**config.mk**
```make
export PLATFORM = sky130hd
export DESIGN_NAME = fetch_unit
export DESIGN_NICKNAME = d
export VERILOG_FILES = /design/src/rtl/fetch_pkg.sv /design/src/rtl/if_id_reg.sv /design/src/rtl/fetch_unit.sv
export SDC_FILE = /design/constraint.sdc
export NUM_CORES = 1
export LEC_CHECK = 0
export ABC_AREA = 1
export CORE_AREA = 2 2 123 125
export CTS_CLUSTER_SIZE = 8
export DETAILED_ROUTE_END_ITERATION = 12
export DIE_AREA = 0 0 125 127
export GPL_TIMING_DRIVEN = 0
export PLACE_DENSITY_LB_ADDON = 0.15
export SETUP_SLACK_MARGIN = 0.02
export SKIP_LAST_GASP = 1
export SLEW_MARGIN = 30
export SYNTH_ARGS = -nofsm -noshare
export SYNTH_HDL_FRONTEND = slang
export SYNTH_SLANG_ARGS = --single-unit
export TNS_END_PERCENT = 50
```
**constraint.sdc**
```tcl
create_clock -name clk -period 2.9 [get_ports clk]
set_input_delay 0.435 -clock clk [delete_from_list [all_inputs] [get_ports clk]]
set_output_delay 0.435 -clock clk [all_outputs]
set_load 0.1 [all_outputs]
```
**src/rtl/fetch_pkg.sv**
```systemverilog
// -----------------------------------------------------------------------------
// fetch_pkg
// Shared definitions for the instruction fetch stage: datapath width, the NOP
// encoding used for pipeline bubbles, the fetch FSM state type and a
// saturating increment used by the optional performance counters.
// -----------------------------------------------------------------------------
package fetch_pkg;

  localparam int XLEN = 32;

  // addi x0, x0, 0
  localparam logic [XLEN-1:0] NOP = 32'h0000_0013;

  typedef enum logic [1:0] {
    FETCH = 2'd0,  // ready to issue a request for PCF
    WAIT  = 2'd1,  // request outstanding, response will be used
    HOLD  = 2'd2,  // response parked in the skid buffer while decode stalls
    DROP  = 2'd3   // request outstanding, response will be discarded
  } fetch_state_e;

  function automatic logic [XLEN-1:0] sat_inc(input logic [XLEN-1:0] v);
    return (v == {XLEN{1'b1}}) ? v : v + XLEN'(1);
  endfunction

endpackage

```
**src/rtl/if_id_reg.sv**
```systemverilog
// -----------------------------------------------------------------------------
// if_id_reg
// IF/ID pipeline register. Bubble has priority over load; with neither asserted
// the register holds. A bubble replaces the instruction with NOP and clears the
// valid flag; the PC fields keep their previous values.
//
// Ports
//   clk, rst_n         clock, asynchronous active-low reset
//   load_i             capture instr_i / pc_i / pc_plus4_i as a valid entry
//   bubble_i           insert a bubble (NOP, valid=0)
//   instr_i, pc_i, pc_plus4_i   incoming fetch data
//   instr_o, pc_o, pc_plus4_o, valid_o   register contents
// -----------------------------------------------------------------------------
module if_id_reg
  import fetch_pkg::*;
(
  input  logic            clk,
  input  logic            rst_n,
  input  logic            load_i,
  input  logic            bubble_i,
  input  logic [XLEN-1:0] instr_i,
  input  logic [XLEN-1:0] pc_i,
  input  logic [XLEN-1:0] pc_plus4_i,
  output logic [XLEN-1:0] instr_o,
  output logic [XLEN-1:0] pc_o,
  output logic [XLEN-1:0] pc_plus4_o,
  output logic            valid_o
);

  logic [XLEN-1:0] instr_q, instr_d;
  logic [XLEN-1:0] pc_q, pc_d;
  logic [XLEN-1:0] pc_plus4_q, pc_plus4_d;
  logic            valid_q, valid_d;

  // NOTE: every signal written here gets a default first so no path leaves it
  // unassigned; otherwise synthesis infers a latch.
  always_comb begin
    instr_d    = instr_q;
    pc_d       = pc_q;
    pc_plus4_d = pc_plus4_q;
    valid_d    = valid_q;
    if (bubble_i) begin
      instr_d = NOP;
      valid_d = 1'b0;
    end else if (load_i) begin
      instr_d    = instr_i;
      pc_d       = pc_i;
      pc_plus4_d = pc_plus4_i;
      valid_d    = 1'b1;
    end
  end

  // NOTE: state updates use non-blocking assignments so every flop samples
  // the values from before the edge, independent of statement order.
  always_ff @(posedge clk or negedge rst_n) begin
    if (!rst_n) begin
      instr_q    <= NOP;
      pc_q       <= '0;
      pc_plus4_q <= '0;
      valid_q    <= 1'b0;
    end else begin
      instr_q    <= instr_d;
      pc_q       <= pc_d;
      pc_plus4_q <= pc_plus4_d;
      valid_q    <= valid_d;
    end
  end

  assign instr_o    = instr_q;
  assign pc_o       = pc_q;
  assign pc_plus4_o = pc_plus4_q;
  assign valid_o    = valid_q;

endmodule

```
**src/rtl/fetch_unit.sv**
```systemverilog
// -----------------------------------------------------------------------------
// fetch_unit
// Instruction fetch stage: owns the PC, issues one request at a time to the
// instruction memory, parks a response in a one-entry skid buffer when decode
// stalls, and squashes in-flight or buffered words on an execute redirect.
//
// Ports
//   clk, rst                 clock, asynchronous active-low reset
//   StallF                   hold PC, issue no new request
//   StallD                   hold the IF/ID register
//   PCSrcE, PCTargetE        redirect from execute (target word-aligned here)
//   imem_req, imem_addr      one-cycle request pulse and its address (PCF)
//   imem_ack, imem_rdata     response strobe and instruction word
//   InstrD, PCD, PCPlus4D, ValidD   IF/ID register contents
//   FetchBusy                FSM is not in FETCH
//   StallCount, FlushCount   (only with FETCH_PERF_CNT_EN) saturating counters
//
// Build option: define FETCH_PERF_CNT_EN to add the performance counters.
// -----------------------------------------------------------------------------
module fetch_unit
  import fetch_pkg::*;
#(
  parameter logic [XLEN-1:0] RESET_PC = 32'h0000_0000
) (
  input  logic            clk,
  input  logic            rst,
  input  logic            StallF,
  input  logic            StallD,
  input  logic            PCSrcE,
  input  logic [XLEN-1:0] PCTargetE,
  output logic            imem_req,
  output logic [XLEN-1:0] imem_addr,
  input  logic            imem_ack,
  input  logic [XLEN-1:0] imem_rdata,
  output logic [XLEN-1:0] InstrD,
  output logic [XLEN-1:0] PCD,
  output logic [XLEN-1:0] PCPlus4D,
  output logic            ValidD,
  output logic            FetchBusy
`ifdef FETCH_PERF_CNT_EN
  ,
  output logic [XLEN-1:0] StallCount,
  output logic [XLEN-1:0] FlushCount
`endif
);

  fetch_state_e    state_q, state_d;
  logic [XLEN-1:0] pc_q, pc_d;
  logic [XLEN-1:0] skid_q, skid_d;
  logic [XLEN-1:0] pc_plus4;
  logic            req_raw;
  logic            id_load, id_bubble;
  logic [XLEN-1:0] id_instr;
  logic            tgt_lsb_unused;

  // Redirect targets are forced to word alignment, so the low bits are dropped.
  assign tgt_lsb_unused = ^PCTargetE[1:0];

  // Wraps naturally modulo 2^XLEN.
  assign pc_plus4 = pc_q + XLEN'(4);

  always_comb begin
    state_d   = state_q;
    pc_d      = pc_q;
    skid_d    = skid_q;
    req_raw   = 1'b0;
    id_load   = 1'b0;
    id_bubble = 1'b0;
    id_instr  = NOP;

    if (PCSrcE) begin
      // Redirect wins over everything, including a decode stall.
      pc_d      = {PCTargetE[XLEN-1:2], 2'b00};
      id_bubble = 1'b1;
      // A request still in flight must have its response swallowed.
      if ((state_q == WAIT || state_q == DROP) && !imem_ack) begin
        state_d = DROP;
      end else begin
        state_d = FETCH;
      end
    end else begin
      unique case (state_q)
        FETCH: begin
          // imem_ack here is spurious and deliberately ignored.
          if (!StallF) begin
            req_raw = 1'b1;
            state_d = WAIT;
          end
          id_bubble = !StallD;
        end
        WAIT: begin
          if (imem_ack) begin
            if (StallD) begin
              skid_d  = imem_rdata;
              state_d = HOLD;
            end else begin
              id_load  = 1'b1;
              id_instr = imem_rdata;
              pc_d     = pc_plus4;
              state_d  = FETCH;
            end
          end else begin
            id_bubble = !StallD;
          end
        end
        HOLD: begin
          if (!StallD) begin
            id_load  = 1'b1;
            id_instr = skid_q;
            pc_d     = pc_plus4;
            state_d  = FETCH;
          end
        end
        DROP: begin
          if (imem_ack) begin
            state_d = FETCH;
          end
          id_bubble = !StallD;
        end
        default: state_d = FETCH;
      endcase
    end
  end

  always_ff @(posedge clk or negedge rst) begin
    if (!rst) begin
      state_q <= FETCH;
      pc_q    <= RESET_PC;
      skid_q  <= '0;
    end else begin
      state_q <= state_d;
      pc_q    <= pc_d;
      skid_q  <= skid_d;
    end
  end

  // The state register sits in FETCH during reset; gating keeps the request
  // line quiet until reset is released.
  assign imem_req  = req_raw & rst;
  assign imem_addr = pc_q;
  assign FetchBusy = (state_q != FETCH);

  if_id_reg u_if_id (
    .clk        (clk),
    .rst_n      (rst),
    .load_i     (id_load),
    .bubble_i   (id_bubble),
    .instr_i    (id_instr),
    .pc_i       (pc_q),
    .pc_plus4_i (pc_plus4),
    .instr_o    (InstrD),
    .pc_o       (PCD),
    .pc_plus4_o (PCPlus4D),
    .valid_o    (ValidD)
  );

`ifdef FETCH_PERF_CNT_EN
  logic [XLEN-1:0] stall_cnt_q, stall_cnt_d;
  logic [XLEN-1:0] flush_cnt_q, flush_cnt_d;

  always_comb begin
    stall_cnt_d = (StallD && ValidD) ? sat_inc(stall_cnt_q) : stall_cnt_q;
    flush_cnt_d = PCSrcE ? sat_inc(flush_cnt_q) : flush_cnt_q;
  end

  always_ff @(posedge clk or negedge rst) begin
    if (!rst) begin
      stall_cnt_q <= '0;
      flush_cnt_q <= '0;
    end else begin
      stall_cnt_q <= stall_cnt_d;
      flush_cnt_q <= flush_cnt_d;
    end
  end

  assign StallCount = stall_cnt_q;
  assign FlushCount = flush_cnt_q;
`endif

endmodule

```
==> results.sh, run 1 <==
export IMPL_number_of_hold_slack_violations_in_the_final_timing_report=12
export IMPL_min_path_type="in -> async"
export IMPL_dr_max_layer_used="met4"
export IMPL_dp_hpwl_mm=15.9
export IMPL_detail_route_wl_per_cell_um=15.9
export IMPL_arrival_time_at_the_worst_endpoint_ps=2340
export IMPL_synth_compound_area_frac=0.0863
export IMPL_finalCritPeriodShare=0.956
export IMPL_max_freq_mhz=361
export IMPL_yosys_area_share_simple=0.276
export IMPL_detailedRoute_firstPassIterationCount=5
export IMPL_clock_root_buffer="clkbuf_16"
export IMPL_rrSetupSlack_ps=700
export IMPL_final_layout_size_suffix_gt1_frac=0.0635
export IMPL_standard_cell_rows=44
export IMPL_dpl_instance_area_sq_um=9710
export IMPL_yosys_mux_area_fraction=0.00599
export IMPL_pin_count=201
export IMPL_worst_r2r_path_depth=9
export IMPL_critical_path_peak_fanout=4
export IMPL_drt_first_iter_violations=746
export IMPL_tritoncts="built"
export IMPL_p_total_uw=12000
export IMPL_worstPathRequired_ps=2470
export IMPL_timing_setup_critical_path_class="reg -> out"
export IMPL_met3_length_mm=1.52
export IMPL_gp_congestion=0.907
export IMPL_number_of_distinct_library_cells_after_synthesis=28
export IMPL_number_of_register_bits_inferred_by_synthesis=157
export IMPL_grt_start_max_net_pins=84
export IMPL_maximum_clock_insertion_buffer_count=2
export IMPL_ir_drop_uv=659
export IMPL_rsz0062_at_grt="no"
export IMPL_detailroute_wirelength_met2_mm=10.6
export IMPL_synthXorXnorAreaFrac=0.0163
export IMPL_synth_edf_count=0
export IMPL_worstSkewPairLatency_ps=430
export IMPL_finClkSkew_ps=7.70
export IMPL_areaGrowthSynthToFinish_pct=37.2
export IMPL_combinational_family_with_the_most_area_after_synthesis="simple AND/OR/NAND/NOR gates"
export IMPL_dieWidth_um=125
export IMPL_detail_route_antenna_nets=0
export IMPL_htree_num_levels=4
export IMPL_tightestPinTransition_ps=1050
export IMPL_yosys_area_share_adder=0.0116
export IMPL_holdBufCountCts=0
export IMPL_max_transition_viols_final=0
export IMPL_fin_crit_ps=2770
export IMPL_drt_wl_total_mm=22.2
export IMPL_overflow=0
export IMPL_cts_reportedPaths_clkPinSlew_ps=60
export IMPL_final_design_area_no_fill_sq_um=10300
export IMPL_ys_seq_area_frac=0.523
export IMPL_crit_path_end_kind="output pin"
export IMPL_fin_worst_hold_slack_ps=-11.5
export IMPL_synth_async_sr_flop_share=1.00
export IMPL_netlist_instances=983
export IMPL_fp_coreArea_sq_um=14400
export IMPL_fillers=1197
export IMPL_slew_limit_headroom=0.299
export IMPL_grt_use_total=0.284
export IMPL_initial_utilization=0.522
export IMPL_tns_ps=0
export IMPL_via_per_inst=5.18
export IMPL_netlist_area_sq_um=7530
export IMPL_pwr_density_cell_nw_per_um2=1170
export IMPL_detail_route_drc_violations=0
export IMPL_setup_violations=0
export IMPL_layout_nets=1276
export IMPL_number_of_vias_in_the_routed_layout=7228
export IMPL_synth_warning_count=0
export IMPL_grt_pass1_vias=7038
export IMPL_synth_main_ff_cell="dfrtp_1"
export IMPL_max_cap_viol_count=0
export IMPL_die_area_sq_um=15900
export IMPL_antenna_violations_before_repair=0
export IMPL_outcome="complete, but fails checks"
export IMPL_syn_avg_cell_area_sq_um=7.66
export IMPL_height_of_the_die_um=127
export IMPL_port_buffers=191
export IMPL_cts_buffers_inserted=17
export IMPL_global_route_wire_length_before_repair_mm=35.5
export IMPL_violations="hold timing"
export IMPL_p_leak_uw=0.00513
export IMPL_setup_worst_path_start_class="register"
export IMPL_post_cts_buffers=0
export IMPL_met1Wirelength_mm=9.26
export IMPL_antenna_cells=0
export IMPL_numClockSinks=157
per-stage QoR:
stage	util	hold WS, ps	instances	setup slack (ps)
finish	0.716	-11.5	1396	126
CTS	0.717	6.43	1396	57.2
global route	0.716	28.1	1396	65.0
global placement	0.672	454	1363	-5240
detailed placement	0.673	458	1364	-232
floorplan	-	139	988	381
synth_stat cells, types with 3 or more instances:
library cell	number	area (sq um)
buf_4	13	97.6
inv_1	91	342
ha_1	7	87.6
mux2_2	3	33.8
o21ai_1	14	70.1
nor2_1	45	169
nand3_1	36	180
clkbuf_1	20	75.1
buf_2	12	60.1
nor2_2	4	25.0
xor2_1	14	123
o21ai_0	97	485
dfstp_2	3	78.8
dfrtp_1	154	3850
nand2_1	445	1670
o211ai_1	8	60.1
and2_1	3	18.8
metal layers:
layer  GRT usage  up-vias
met2       0.461      278
met4       0.133        0
li1            -     3462
met1       0.364     3434
met3      0.0678       54
met5           0        -
cells by family (layout without fill, tap and decap cells):
logic type / count (synthesis) / in the layout
fa+ha+maj: 7 / 7
flops: 157 / 157
compound gates: 124 / 124
simple gates: 536 / 536
other cells: 1 / 6
xor+xnor: 14 / 14
buf+inv: 140 / 364
mux: 4 / 4
report_power, final:
part | internal [uW] | switching, uW | leakage [uW]
Sequential | 2880 | 478 | 0.00203
Clock | 1510 | 901 | 0.000310
Combinational | 1390 | 4890 | 0.00278
Total | 5770 | 6270 | 0.00513
flip-flops by register name, indices dropped and copies added, names as in the netlist:
register            flops
u_if_id.instr_o        32
skid_q                 32
state_q                 2
u_if_id.valid_o         1
imem_addr              30
u_if_id.pc_plus4_o     30
u_if_id.pc_o           30
final cells by class:
cell class | instances | area [sq um] | area share
Sequential cell | 157 | 3930 | 0.381
Multi-Input combinational cell | 691 | 3010 | 0.291
Timing Repair Buffer | 192 | 1920 | 0.186
Clock buffer | 22 | 474 | 0.0459
Inverter | 93 | 349 | 0.0338
Buffer | 47 | 255 | 0.0247
Tap cell | 184 | 230 | 0.0223
Clock inverter | 10 | 160 | 0.0155
cell usage in the layout, fill, tap and decap left out, types with 4 or more instances in the layout:
cell type / n
nand2_1: 445
clkdlybuf4s50_1: 185
dfrtp_1: 154
o21ai_0: 97
inv_1: 91
nor2_1: 45
nand3_1: 36
clkbuf_1: 22
clkbuf_16: 17
buf_2: 16
xor2_1: 14
o21ai_1: 14
buf_4: 13
o211ai_1: 8
ha_1: 7
conb_1: 6
nor2_2: 4
bufinv_16: 4
timing repair:
item                                   in CTS  in global routing
cloned                                      0                  0
endpoints found under the hold margin       0                  0
resized for setup                           1                  2
setup endpoints to repair                   1                  1
path summary, 6_finish.rpt:
path	endpoint	startpoint
min in group clk	imem_addr[31]$_DFFE_PN0P_	PCSrcE
max in group asynchronous	u_if_id.pc_plus4_o[15]$_DFFE_PN0P_	rst
max reg2reg	imem_addr[26]$_DFFE_PN0P_	state_q[1]$_DFFE_PN0P_
max	FetchBusy	state_q[0]$_DFFE_PN0P_
min reg2reg	u_if_id.instr_o[0]$_DFFE_PN1P_	u_if_id.instr_o[0]$_DFFE_PN1P_
min	u_if_id.instr_o[7]$_DFFE_PN0P_	rst
worst max-delay path, stage by stage (launching register included):
cell             delay [ps]
dfrtp_1                 400
inv_1                   110
ha_1                    230
inv_1                    60
clkdlybuf4s50_1        1120
Note: power is estimated with default switching activity, not from simulation.
==> inputs of run 2 (changes only) <==
--- a/config.mk
+++ b/config.mk
@@ -6,10 +6,11 @@
 export NUM_CORES = 1
 export LEC_CHECK = 0
 export ABC_AREA = 1
-export CORE_AREA = 2 2 123 125
+export CORE_AREA = 2 2 122 124
+export CTS_BUF_LIST = sky130_fd_sc_hd__clkbuf_4
 export CTS_CLUSTER_SIZE = 8
 export DETAILED_ROUTE_END_ITERATION = 12
-export DIE_AREA = 0 0 125 127
+export DIE_AREA = 0 0 124 126
 export GPL_TIMING_DRIVEN = 0
 export PLACE_DENSITY_LB_ADDON = 0.15
 export SETUP_SLACK_MARGIN = 0.02
==> run 2 against run 1 <==
The run now ends clean. First-iteration DRC count fell by 24%. Clock power fell by 34%. Die area fell by 1.6%. Critical path type unchanged. Largest power group unchanged.
==> results.sh, run 2 (synthesis results as in run 1) <==
export IMPL_initial_utilization=0.526
export IMPL_clock_root_buffer="clkbuf_4"
export IMPL_setup_violations=0
export IMPL_placed_cells=1364
export IMPL_gp_congestion=0.914
export IMPL_finClkSkew_ps=18.5
export IMPL_htree_num_levels=4
export IMPL_grt_start_max_net_pins=80
export IMPL_pin_count=201
export IMPL_detail_route_antenna_nets=0
export IMPL_detailedRoute_firstPassIterationCount=6
export IMPL_clock_power_share=0.142
export IMPL_slew_limit_headroom=0.304
export IMPL_total_internal_power_uw=5030
export IMPL_critical_path_peak_fanout=4
export IMPL_drt_first_iter_violations=568
export IMPL_final_core_utilization=0.705
export IMPL_number_of_hold_slack_violations_in_the_final_timing_report=0
export IMPL_global_route_wire_length_before_repair_mm=34.3
export IMPL_dp_hpwl_mm=15.8
export IMPL_ir_drop_uv=634
export IMPL_power_combinational_fraction=0.560
export IMPL_power_switching_uw=6160
export IMPL_max_freq_mhz=351
export IMPL_outcome="finished, final reports clean"
export IMPL_arrival_time_at_the_worst_endpoint_ps=2410
export IMPL_via_per_inst=5.12
export IMPL_rsz0062_at_grt="yes"
export IMPL_numClockSinks=157
export IMPL_setup_worst_path_start_class="register"
export IMPL_cts_reportedPaths_clkPinSlew_ps=140
export IMPL_max_transition_viols_final=0
export IMPL_final_common_cell="nand2_1"
export IMPL_timing_setup_critical_path_class="reg -> out"
export IMPL_critPathMaxStageDelay_ps=850
export IMPL_fillers=1214
export IMPL_tritoncts="built"
export IMPL_worstPathRequired_ps=2470
export IMPL_netSwitchingFraction=0.550
export IMPL_layout_nets=1278
export IMPL_detail_route_drc_violations=0
export IMPL_die_area_sq_um=15600
export IMPL_standard_cell_rows=44
export IMPL_detail_route_wl_per_cell_um=15.3
export IMPL_max_cap_viol_count=0
export IMPL_p_total_uw=11200
export IMPL_seq_power_share=0.298
export IMPL_crit_path_end_kind="output pin"
export IMPL_worstSkewPairLatency_ps=580
export IMPL_fin_crit_ps=2850
export IMPL_min_path_type="in -> reg"
export IMPL_pwr_density_cell_nw_per_um2=1110
export IMPL_fp_coreArea_sq_um=14300
export IMPL_dieWidth_um=124
export IMPL_areaGrowthSynthToFinish_pct=34.1
export IMPL_finalCritPeriodShare=0.981
export IMPL_p_leak_uw=0.00503
export IMPL_tightestPinTransition_ps=1040
export IMPL_overflow=0
export IMPL_height_of_the_die_um=126
export IMPL_port_buffers=191
export IMPL_mostFrequentLayoutCells="nand2_1, clkdlybuf4s50_1, dfrtp_1"
export IMPL_cp_cell_sequence="inv_1, ha_1, nand2_1, nor2_1, dlygate4sd2_1"
export IMPL_final_layout_size_suffix_gt1_frac=0.0618
export IMPL_antenna_violations_before_repair=1
export IMPL_final_cell_count_no_fill=1399
export IMPL_grt_pass1_vias=6854
export IMPL_maximum_clock_insertion_buffer_count=2
export IMPL_drt_wl_total_mm=21.4
export IMPL_cts_buffers_inserted=17
export IMPL_number_of_vias_in_the_routed_layout=7161
export IMPL_critical_path_slowest_cell="dlygate4sd2_1"
export IMPL_grt_use_total=0.287
==> run 2: cell types whose count changed in the layout (fill, tap and decap cells not counted), moves of 2 or more <==
cell and change:
clkbuf_16 -17, clkbuf_4 +17, buf_2 -3, clkbuf_8 -3, clkinv_1 +3, clkbuf_1 -2
clkinv_2 -2, inv_6 +2
==> run 2: worst max-delay path: cells and delay by family (launching register included) <==
family	cells	cell delay, ps
buffers and inverters	2	1000
AND/OR/NAND/NOR	2	200
flip-flops	1	460
adder cells (fa/ha/maj)	1	180
==> run 2: what timing repair did <==
action                                  4_1_cts  5_1_grt
setup buffers                                 0        0
hold buffers                                  2        0
hold endpoints to repair                     76        0
resized for setup                             1        1
endpoints found under the setup margin        2        2
==> run 2: final cells by class <==
type | count | area (sq um) | share of cell area
multi-input combinational | 691 | 3010 | 0.298
sequential | 157 | 3930 | 0.390
timing repair buffer | 194 | 1970 | 0.195
clock inverter | 15 | 218 | 0.0216
buffer | 47 | 255 | 0.0253
clock buffer | 17 | 128 | 0.0126
tap | 184 | 230 | 0.0228
antenna | 1 | 2.50 | 0.000248
inverter | 93 | 349 | 0.0346
==> run 2: power groups by stage <==
stage               sequential [uW]  combinational [uW]  clock (uW)
floorplan                      6650                1350           0
global route                   3420                6590        1690
CTS                            3330                6290        1610
global placement               3360                6210           0
detailed placement             3370                6270           0
finish                         3340                6260        1590
==> run 2: final timing paths <==
| kind | startpoint | endpoint | slack (ps) | cells after the start |
|---|---|---|---|---|
| min in group asynchronous | rst | u_if_id.instr_o[4]$_DFFE_PN1P_ | 400 | 2 |
| hold / removal | PCSrcE | imem_addr[31]$_DFFE_PN0P_ | 310 | 5 |
| setup / recovery | state_q[0]$_DFFE_PN0P_ | imem_req | 50 | 5 |
| hold reg to reg | u_if_id.instr_o[4]$_DFFE_PN1P_ | u_if_id.instr_o[4]$_DFFE_PN1P_ | 480 | 2 |
| setup reg to reg | state_q[0]$_DFFE_PN0P_ | u_if_id.instr_o[29]$_DFFE_PN0P_ | 720 | 8 |
| max in group asynchronous | rst | u_if_id.pc_o[27]$_DFFE_PN0P_ | 2080 | 3 |
==> run 2: per-stage QoR <==
| step | setup WS [ps] | hold WS, ps | setup TNS [ps] | cell area [sq um] |
|---|---|---|---|---|
| 3_5_place_dp | 168 | 459 | 0 | 9720 |
| 6_report | 53.7 | 307 | 0 | 10100 |
| 2_1_floorplan | 381 | 139 | 0 | 7540 |
| 5_1_grt | -116 | 312 | -116 | 10100 |
| 3_3_place_gp | -5250 | 454 | -799730 | 9690 |
| 4_1_cts | -113 | 266 | -113 | 10100 |
==> run 2: per-layer routing <==
| metal | global-route usage | wire length (um) |
|---|---|---|
| met2 | 0.460 | 10500 |
| met3 | 0.0697 | 1640 |
| met5 | 0 | 0 |
| met1 | 0.372 | 8730 |
| met4 | 0.122 | 595 |
